===== src/rtl/cargador_ds.sv =====
// Serial-to-parallel loader feeding the 16-bit DS register: assembles an
// MSB-first strobed word, checks its parity, and issues a single load pulse on a good frame.
module cargador_ds #(
    parameter int DATA_W     = 16,
    parameter int PARITY_ODD = 0
) (
    input  logic              CLK,
    input  logic              RST,
    input  logic              START,
    input  logic              SBIT,
    input  logic              SSTB,
    input  logic              ABORT,
    output logic [DATA_W-1:0] DS_D,
    output logic              DS_ENA,
    output logic              BUSY,
    output logic              ERR,
    output logic [7:0]        FRAMES
);

    typedef enum logic [1:0] {IDLE, SHIFT, PARITY} state_t;

    localparam logic       PAR_SENSE = (PARITY_ODD != 0);
    localparam logic [4:0] LAST_BIT  = 5'(DATA_W - 1);

    state_t            state;
    logic [DATA_W-1:0] sr;
    logic [4:0]        cnt;
    logic              par_ok;

    assign par_ok = (((^sr) ^ SBIT) == PAR_SENSE);

    always_ff @(posedge CLK) begin
        if (RST) begin
            state  <= IDLE;
            sr     <= '0;
            cnt    <= '0;
            DS_D   <= '0;
            DS_ENA <= 1'b0;
            BUSY   <= 1'b0;
            ERR    <= 1'b0;
            FRAMES <= '0;
        end else begin
            DS_ENA <= 1'b0;
            case (state)
                IDLE: begin
                    // ABORT is meaningless here, so START wins even if both are high
                    if (START) begin
                        state <= SHIFT;
                        sr    <= '0;
                        cnt   <= '0;
                        ERR   <= 1'b0;
                        BUSY  <= 1'b1;
                    end
                end
                SHIFT: begin
                    if (ABORT) begin
                        state <= IDLE;
                        sr    <= '0;
                        cnt   <= '0;
                        BUSY  <= 1'b0;
                    end else if (SSTB) begin
                        sr  <= {sr[DATA_W-2:0], SBIT};
                        cnt <= cnt + 5'd1;
                        if (cnt == LAST_BIT)
                            state <= PARITY;
                    end
                end
                PARITY: begin
                    if (ABORT) begin
                        state <= IDLE;
                        sr    <= '0;
                        cnt   <= '0;
                        BUSY  <= 1'b0;
                    end else if (SSTB) begin
                        state <= IDLE;
                        BUSY  <= 1'b0;
                        if (par_ok) begin
                            DS_D   <= sr;
                            DS_ENA <= 1'b1;
                            FRAMES <= FRAMES + 8'd1;
                        end else begin
                            ERR <= 1'b1;
                        end
                    end
                end
                default: begin
                    state <= IDLE;
                    BUSY  <= 1'b0;
                end
            endcase
        end
    end

endmodule

===== config.mk =====
export PLATFORM = sky130hd
export DESIGN_NAME = cargador_ds
export DESIGN_NICKNAME = d
export VERILOG_FILES = /design/src/rtl/cargador_ds.sv
export SDC_FILE = /design/constraint.sdc
export NUM_CORES = 1
export LEC_CHECK = 0
export CAP_MARGIN = 20
export CORE_UTILIZATION = 48
export DETAILED_ROUTE_END_ITERATION = 6
export PLACE_DENSITY = 0.81
export SLEW_MARGIN = 5
export SYNTH_ARGS = -nofsm -noshare
export SYNTH_HDL_FRONTEND = slang
export SYNTH_SLANG_ARGS = --single-unit

===== constraint.sdc =====
create_clock -name CLK -period 2.3 [get_ports CLK]
set_input_delay 0.23 -clock CLK [delete_from_list [all_inputs] [get_ports CLK]]
set_output_delay 0.23 -clock CLK [all_outputs]
set_load 0.02 [all_outputs]

==> results.toml, run 1 <==
[pwr]
p_total_uw = 1740
p_leak_uw = 0.00108
vdd_drop_max_uv = 405
powerDensity_nw_per_um2 = 600

[logic_synthesis]
ys.flop_type = "dfxtp_1"
synth_area_leaders = "dfxtp_1, mux2i_1, nand2_1, nor2_1, xnor3_1"
netlist_area_um2 = 2210
async_flop_share_pct = 0
ys_types = 32
ys.warnings.count = 0
syn_inst = 233
synth-seq-cells = 50
syn_nets = 242
syn_avg_cell_area_um2 = 9.50
seq_area_frac_synth_pct = 45.2
synth_top_cell_by_area = "dfxtp_1"
synth-edff-count = 0
synth.top_cells.by_count = "dfxtp_1, nand2_1, mux2i_1"
synth_most_common_cell = "dfxtp_1"
synth_top_area_share_pct = 45.2

[timing]
setup_viol = 0
setup_slack_ps = 63.8
slew_headroom_pct = 56.0
final_max_slew_viol_count = 0
grt_setup_unrepaired = "no"
fmax_ghz = 0.447
finalWorstPathRequiredPeriod_ps = 2240
fin_skew_ps = 8.38
hold_viol = 0
tns_ps = 0
tightest_slew_ps = 656
fin_crit_sh_pct = 97.2

[hold_path]
hold_depth = 2
hp-class = "reg2reg"

[cts]
htree_levels = 2
clock_sinks = 50
tritoncts = "yes"
clockBufferDepth = 2
clkTransAtPathRegs_ps = 100
cts_buffers = 5
root_buffer = "clkbuf_8"
clk_latency_ps = 310

[worst_setup_path]
worst_setup_path_start_kind = "register"
crit_fanout = 7
reg2reg_depth = 6
critPathArrivalTime_ps = 2470
cp-end-kind = "register"
path_class = "reg2reg"
crit_required_ps = 2540

[layout]
layout.area.seq_um2 = 1010
finalInstanceArea_um2 = 2900
fillCellCount = 331
multi_input_area_um2 = 1200
drive_gt1_share_pct = 16.2
antenna_cells = 0
nNetsFinal = 286
area_growth_pct = 30.7
post-route-util_pct = 66.0

[floorplanning]
pin_count = 33
fp.dieH_um = 69.9
initial_utilization_pct = 50.5
fp-row-count = 24
core_um2 = 4380
dieArea_um2 = 4890
die_x_um = 69.9

[placement]
numPortBuffers = 32
placed_cell_area_um2 = 2680
gp_congestion = 0.798
hpwl_um = 2850
post-place-ws_ps = -65.6

[global_route]
grt_pass1_wl_um = 7170
grt_max_degree = 35
overflow = 0
grt_pass1_vias = 1632
grt_usage_pct = 18.3
antenna_found_initial = 0

[drt]
totalWireLength_um = 4340
viasPerCell = 5.35
drt-wirelength-per-cell_um = 13.1
via_count = 1766
drc = 0
drt_iter0_drc = 57
antenna_left = 0
drtPass1Iterations = 5

[run]
drv_cap = 0

[run_status]
status = "finished clean"
[timing repair]
action	4_1_cts	5_1_grt
pin swaps	0	13
hold buffers	0	0
endpoints found under the setup margin	1	5
resized for setup	1	16
buffers inserted	0	3
cloned	0	1
[placed cells by master, fill, tap and decap left out, types with 2 or more instances in the layout]
cell type,count
nand3_1,3
xnor2_1,8
buf_12,2
nand2b_1,3
nor2_1,27
nand2_1,39
nor3_1,3
and3_1,3
xor2_1,2
nand4_1,2
o31ai_1,5
inv_1,3
a211oi_1,2
clkbuf_8,5
dfxtp_2,6
mux2i_1,33
a21oi_1,5
or4_1,2
buf_4,14
a21oi_2,4
inv_6,2
xnor3_1,3
dfxtp_1,44
clkdlybuf4s50_1,32
ha_1,3
or4_4,4
nor2b_1,2
[sequential cells by signal, summed over array words and instances, names as in the netlist]
| signal | flops |
|---|---|
| FRAMES | 8 |
| cnt | 5 |
| state | 2 |
| ERR | 1 |
| DS_ENA | 1 |
| sr | 16 |
| DS_D | 16 |
| BUSY | 1 |
[power breakdown]
part	switching (uW)	leakage (uW)	internal [uW]
clock	312	0.0000591	332
sequential	11.2	0.000407	875
combinational	108	0.000612	99.5
[worst max-delay path, cell delays in order, from the launching register on]
cell and delay (ps):
dfxtp_2 350, xnor3_1 390, xnor3_1 210, xnor3_2 470, buf_12 160, or4_1 400
a21oi_1 170
[metal layers]
metal / vias to the layer above / GRT usage (%) / share of wire (%)
li1: 882 / - / -
met1: 839 / 23.3 / 48
met2: 37 / 30.0 / 47
met3: 8 / 3.90 / 3.3
met4: 0 / 8.00 / 1.8
met5: - / 0 / 0
[cells by family (layout without fill, tap and decap cells)]
kind of cell,after synthesis,in the layout,synth area share (%)
buffers and inverters,16,61,3.39
adder cells (fa/ha/maj),3,3,1.70
AND/OR/NAND/NOR,93,93,19.6
XOR/XNOR,15,15,8.42
flip-flops,50,50,45.2
AO/OA/AOI/OAI,22,22,6.27
multiplexers,34,34,15.4
[worst paths after layout]
path,end,slack (ps),start
setup reg to reg,FRAMES[2]$_SDFFE_PP0P_,60,sr[7]$_SDFFE_PP0P_
setup / recovery,FRAMES[2]$_SDFFE_PP0P_,60,sr[7]$_SDFFE_PP0P_
hold / removal,DS_D[0]$_SDFFE_PP0P_,460,DS_D[0]$_SDFFE_PP0P_
hold reg to reg,DS_D[0]$_SDFFE_PP0P_,460,DS_D[0]$_SDFFE_PP0P_
[area by class of cell]
class	count	share of cell area, %
well taps	52	2.25
clock inverters	3	1.64
flip-flops and latches	50	34.8
repair buffers	49	16.9
clock buffers	5	2.38
multi-input cells	167	41.4
inverters	4	0.519
[through the flow]
| step | std cells | hold WS (ps) |
|---|---|---|
| after floorplan | 233 | 309 |
| after CTS | 326 | 462 |
| after global routing | 330 | 479 |
| after detailed placement | 318 | 446 |
| after global placement | 318 | 441 |
| final | 330 | 457 |
Power figures use the tool's default switching activity.
==> run 2: changes to the inputs <==
CORE_UTILIZATION = 55   (was 48)
DONT_BUFFER_PORTS = 1   (was not set)
PLACE_DENSITY = 0.79   (was 0.81)
==> results.toml, run 2 (synthesized netlist as in run 1, its figures left out) <==
[layout]
layout_common_cells = "dfxtp_1, nand2_1, mux2i_1"
final_common_cell = "dfxtp_1"
top_regs = "DS_D x16, sr x16, FRAMES x8"
area_growth_pct = 12.0
drive_gt1_share_pct = 10.7
post-route-util_pct = 65.8
nNetsFinal = 251
antenna_cells = 0

[floorplanning]
pin_count = 33
dieArea_um2 = 4280
fp.dieH_um = 65.5
fp-row-count = 22
initial_utilization_pct = 58.7
core_um2 = 3770
die_x_um = 65.5

[global_route]
grt_pass1_vias = 1516
overflow = 0
grt_usage_pct = 20.8
grt_max_degree = 35
antenna_found_initial = 0
grt_pass1_wl_um = 6780

[pwr]
powerDensity_nw_per_um2 = 673
p_leak_uw = 0.000936
vdd_drop_max_uv = 398

[timing]
fmax_ghz = 0.455
fin_crit_sh_pct = 95.5
whs_ps = 84.0
slew_headroom_pct = 59.2
finalWorstPathRequiredPeriod_ps = 2200
fin_skew_ps = 5.45
tightest_slew_ps = 608
final_max_slew_viol_count = 0
setup_viol = 0
hold_viol = 0

[worst_setup_path]
r2r_end = "DS_D[12]$_SDFFE_PP0P_"
critPathArrivalTime_ps = 2430
path_class = "reg2reg"
rrSetupSlack_ps = 100
cp-end-kind = "register"
crit_fanout = 17
r2r_start = "sr[5]$_SDFFE_PP0P_"
worst_setup_path_start_kind = "register"
crit_required_ps = 2530
reg2reg_depth = 7

[cts]
htree_levels = 2
tritoncts = "yes"
root_buffer = "clkbuf_8"
clockBufferDepth = 2
clock_sinks = 50
clkTransAtPathRegs_ps = 90
clk_latency_ps = 300
cts_buffers = 5

[hold_path]
hold_depth = 2
min-delay-start = "SBIT"
min_to = "sr[0]$_SDFFE_PP0P_"
hp-class = "in2reg"

[drt]
via_count = 1589
wl_met3_um = 174
antenna_left = 0
topRoutingLayerUsed = "met4"
drt_iter0_drc = 67
drc = 0
drtPass1Iterations = 4
viasPerCell = 5.46
drt-wirelength-per-cell_um = 14.0
totalWireLength_um = 4080
met1_length_um = 2010
met2RoutedLength_um = 1830

[run_status]
status = "finished clean"

[placement]
numPortBuffers = 0
hpwl_um = 2560
gp_congestion = 0.737

[run]
drv_cap = 0
run 2: cell types whose count changed in the layout (fill, tap and decap cells not counted), moves of 3 or more:
cell,previous run,this run
or4_4,4,0
buf_4,14,11
a21oi_1,5,9
a21oi_2,4,0
dfxtp_1,44,49
dfxtp_2,6,1
or4_1,2,6
clkdlybuf4s50_1,32,0
run 2: repair_timing:
item	in CTS	in global routing
endpoints found under the setup margin	0	10
hold endpoints to repair	12	0
hold buffers	1	0
buffers inserted	0	2
resized for setup	0	3
run 2: worst max-delay path: stages, from the launching register on:
cell and delay (ps):
dfxtp_1 340, xnor3_1 380, xnor3_2 420, xnor3_2 310, buf_4 180, nor2_8 100, buf_12 180, mux2i_1 210
run 2: per-stage QoR:
stage	instances	area, um2	TNS [ps]	power [uW]	setup slack [ps]
after floorplan	233	2210	0	1030	154
after global placement	279	2320	0	1060	94.5
after detailed placement	279	2320	0	1060	40.8
after CTS	288	2440	0	1670	20.4
after global routing	291	2480	-3.80	1730	-3.80
final	291	2480	0	1670	104
run 2: power breakdown:
group / leakage [uW] / internal (uW) / switching [uW]
clock: 0.0000579 / 320 / 287
combinational: 0.000474 / 77.0 / 97.5
sequential: 0.000404 / 875 / 12.1
total: 0.000936 / 1270 / 396
run 2: area by class of cell:
type	instances	area, um2
flip-flops and latches	50	1000
multi-input cells	168	1180
clock inverters	3	40.0
inverters	4	15.0
well taps	48	60.1
clock buffers	5	68.8
fillers	302	1290
repair buffers	13	113
run 2: worst max-delay path by stage:
stage	to	depth (start not counted)	slack (ps)	from
after global routing	FRAMES[3]$_SDFFE_PP0P_	5	-4	sr[5]$_SDFFE_PP0P_
final	DS_D[12]$_SDFFE_PP0P_	7	100	sr[5]$_SDFFE_PP0P_
after global placement	FRAMES[4]$_SDFFE_PP0P_	5	90	sr[5]$_SDFFE_PP0P_
after CTS	FRAMES[7]$_SDFFE_PP0P_	5	20	sr[8]$_SDFFE_PP0P_
after floorplan	FRAMES[0]$_SDFFE_PP0P_	6	150	sr[5]$_SDFFE_PP0P_
after detailed placement	FRAMES[6]$_SDFFE_PP0P_	5	40	sr[5]$_SDFFE_PP0P_
run 2: routing by layer:
metal,global-route usage [%],vias to the layer above
li1,-,816
met5,0,-
met1,27.0,736
met4,7.61,0
met3,7.29,6
met2,31.7,31
==> run 3: changes to the inputs <==
GPL_TIMING_DRIVEN = 0   (was not set)
==> results.toml, run 3 (synthesized netlist as in run 1, its figures left out) <==
[run_status]
status = "finished clean"

[cts]
root_buffer = "clkbuf_8"
htree_levels = 2
clk_latency_ps = 300
clock_sinks = 50
cts_buffers = 5
tritoncts = "yes"
clkTransAtPathRegs_ps = 90
clockBufferDepth = 2

[worst_setup_path]
crit_required_ps = 2530
path_class = "reg2reg"
reg2reg_depth = 6
worst_setup_path_start_kind = "register"
critPathArrivalTime_ps = 2470
crit_fanout = 7
r2r_start = "sr[8]$_SDFFE_PP0P_"
cp-end-kind = "register"
r2r_end = "FRAMES[2]$_SDFFE_PP0P_"
rrSetupSlack_ps = 70

[timing]
setup_slack_ps = 66.8
fin_skew_ps = 7.44
tightest_slew_ps = 589
final_max_slew_viol_count = 0
setup_viol = 0
fmax_ghz = 0.448
finalWorstPathRequiredPeriod_ps = 2230
slew_headroom_pct = 60.8
hold_viol = 0
fin_crit_sh_pct = 97.1

[pwr]
powerDensity_nw_per_um2 = 645
p_leak_uw = 0.000928
vdd_drop_max_uv = 401

[drt]
totalWireLength_um = 4140
antenna_left = 0
drt-wirelength-per-cell_um = 13.9
viasPerCell = 5.40
drt_iter0_drc = 89
via_count = 1608
drtPass1Iterations = 4
drc = 0

[global_route]
overflow = 0
grt_pass1_wl_um = 6960
grt_max_degree = 16
grt_pass1_vias = 1535
grt_usage_pct = 21.6
antenna_found_initial = 0

[layout]
post-route-util_pct = 65.4
layout_common_cells = "dfxtp_1, nand2_1, mux2i_1"
nNetsFinal = 258
top_regs = "DS_D x16, sr x16, FRAMES x8"
final_common_cell = "dfxtp_1"
area_growth_pct = 11.4
fillCellCount = 296
antenna_cells = 0
drive_gt1_share_pct = 10.8

[placement]
gp_congestion = 0.756
numPortBuffers = 0
hpwl_um = 2710
post-place-ws_ps = -43.0

[hold_path]
min_to = "sr[0]$_SDFFE_PP0P_"
min-delay-start = "SBIT"
hold_depth = 2
hp-class = "in2reg"

[floorplanning]
pin_count = 33
fp-row-count = 22
fp.dieH_um = 65.5
core_um2 = 3770
initial_utilization_pct = 58.7
dieArea_um2 = 4280
die_x_um = 65.5

[run]
drv_cap = 0
-- run 3: cell count changes in the layout (fill, tap and decap cells not counted), sizes merged --
cell and change:
buf -2, bufinv -1, clkbuf +12, clkinv -2, inv +1, xnor3 -1
-- run 3: layout make-up --
| cell class | count | area, um2 | area share (%) |
|---|---|---|---|
| flip-flops and latches | 50 | 1000 | 40.7 |
| well taps | 48 | 60.1 | 2.43 |
| multi-input cells | 167 | 1150 | 46.7 |
| clock buffers | 7 | 86.3 | 3.50 |
| repair buffers | 9 | 70.1 | 2.84 |
| plain buffers | 12 | 71.3 | 2.89 |
| inverters | 4 | 15.0 | 0.609 |
| clock inverters | 1 | 8.76 | 0.355 |
-- run 3: worst max-delay path by stage --
| stage | start | to | slack, ps | cells past startpoint |
|---|---|---|---|---|
| finish | sr[8]$_SDFFE_PP0P_ | FRAMES[2]$_SDFFE_PP0P_ | 70 | 6 |
| global placement | sr[5]$_SDFFE_PP0P_ | DS_D[7]$_SDFFE_PP0P_ | -30 | 7 |
| floorplan | sr[5]$_SDFFE_PP0P_ | FRAMES[0]$_SDFFE_PP0P_ | 150 | 6 |
| CTS | sr[5]$_SDFFE_PP0P_ | FRAMES[2]$_SDFFE_PP0P_ | 10 | 6 |
| global route | sr[8]$_SDFFE_PP0P_ | DS_D[1]$_SDFFE_PP0P_ | -2 | 7 |
| detailed placement | sr[5]$_SDFFE_PP0P_ | DS_D[7]$_SDFFE_PP0P_ | -40 | 7 |
-- run 3: repair_timing --
action,in CTS,in global routing
hold buffers,1,0
endpoints found under the setup margin,12,37
setup buffers,4,4
endpoints found under the hold margin,2,0
resized for setup,2,11
pin swaps,1,1
-- run 3: through the flow --
stage	instance area, um2	power, uW	TNS (ps)	instances	hold slack, ps
after floorplan	2210	1030	0	233	309
after global placement	2270	1060	-251	281	312
after detailed placement	2270	1060	-341	281	312
after CTS	2410	1590	0	294	66.4
after global routing	2470	1670	-2.34	298	69.6
final	2470	1590	0	298	73.7
-- run 3: routing by layer --
| metal | global-route usage, % | up-vias | share of wire [%] |
|---|---|---|---|
| met5 | 0 | - | 0 |
| met4 | 8.97 | 0 | 1.2 |
| met3 | 6.77 | 6 | 5.1 |
| met2 | 33.4 | 37 | 44 |
| met1 | 27.9 | 735 | 49 |
| li1 | - | 830 | - |
-- run 3: worst max-delay path, stage by stage (launching register included) --
cell	delay, ps
dfxtp_1	430
xnor2_2	150
xnor3_1	400
xnor3_2	460
buf_8	180
or4_1	400
a21oi_1	150
-- run 3: power by group --
part           internal [uW]  switching (uW)  leakage (uW)
Clock                    249             287     0.0000489
Combinational           71.7            96.2      0.000474
Sequential               875            12.2      0.000405
Total                   1200             395      0.000928
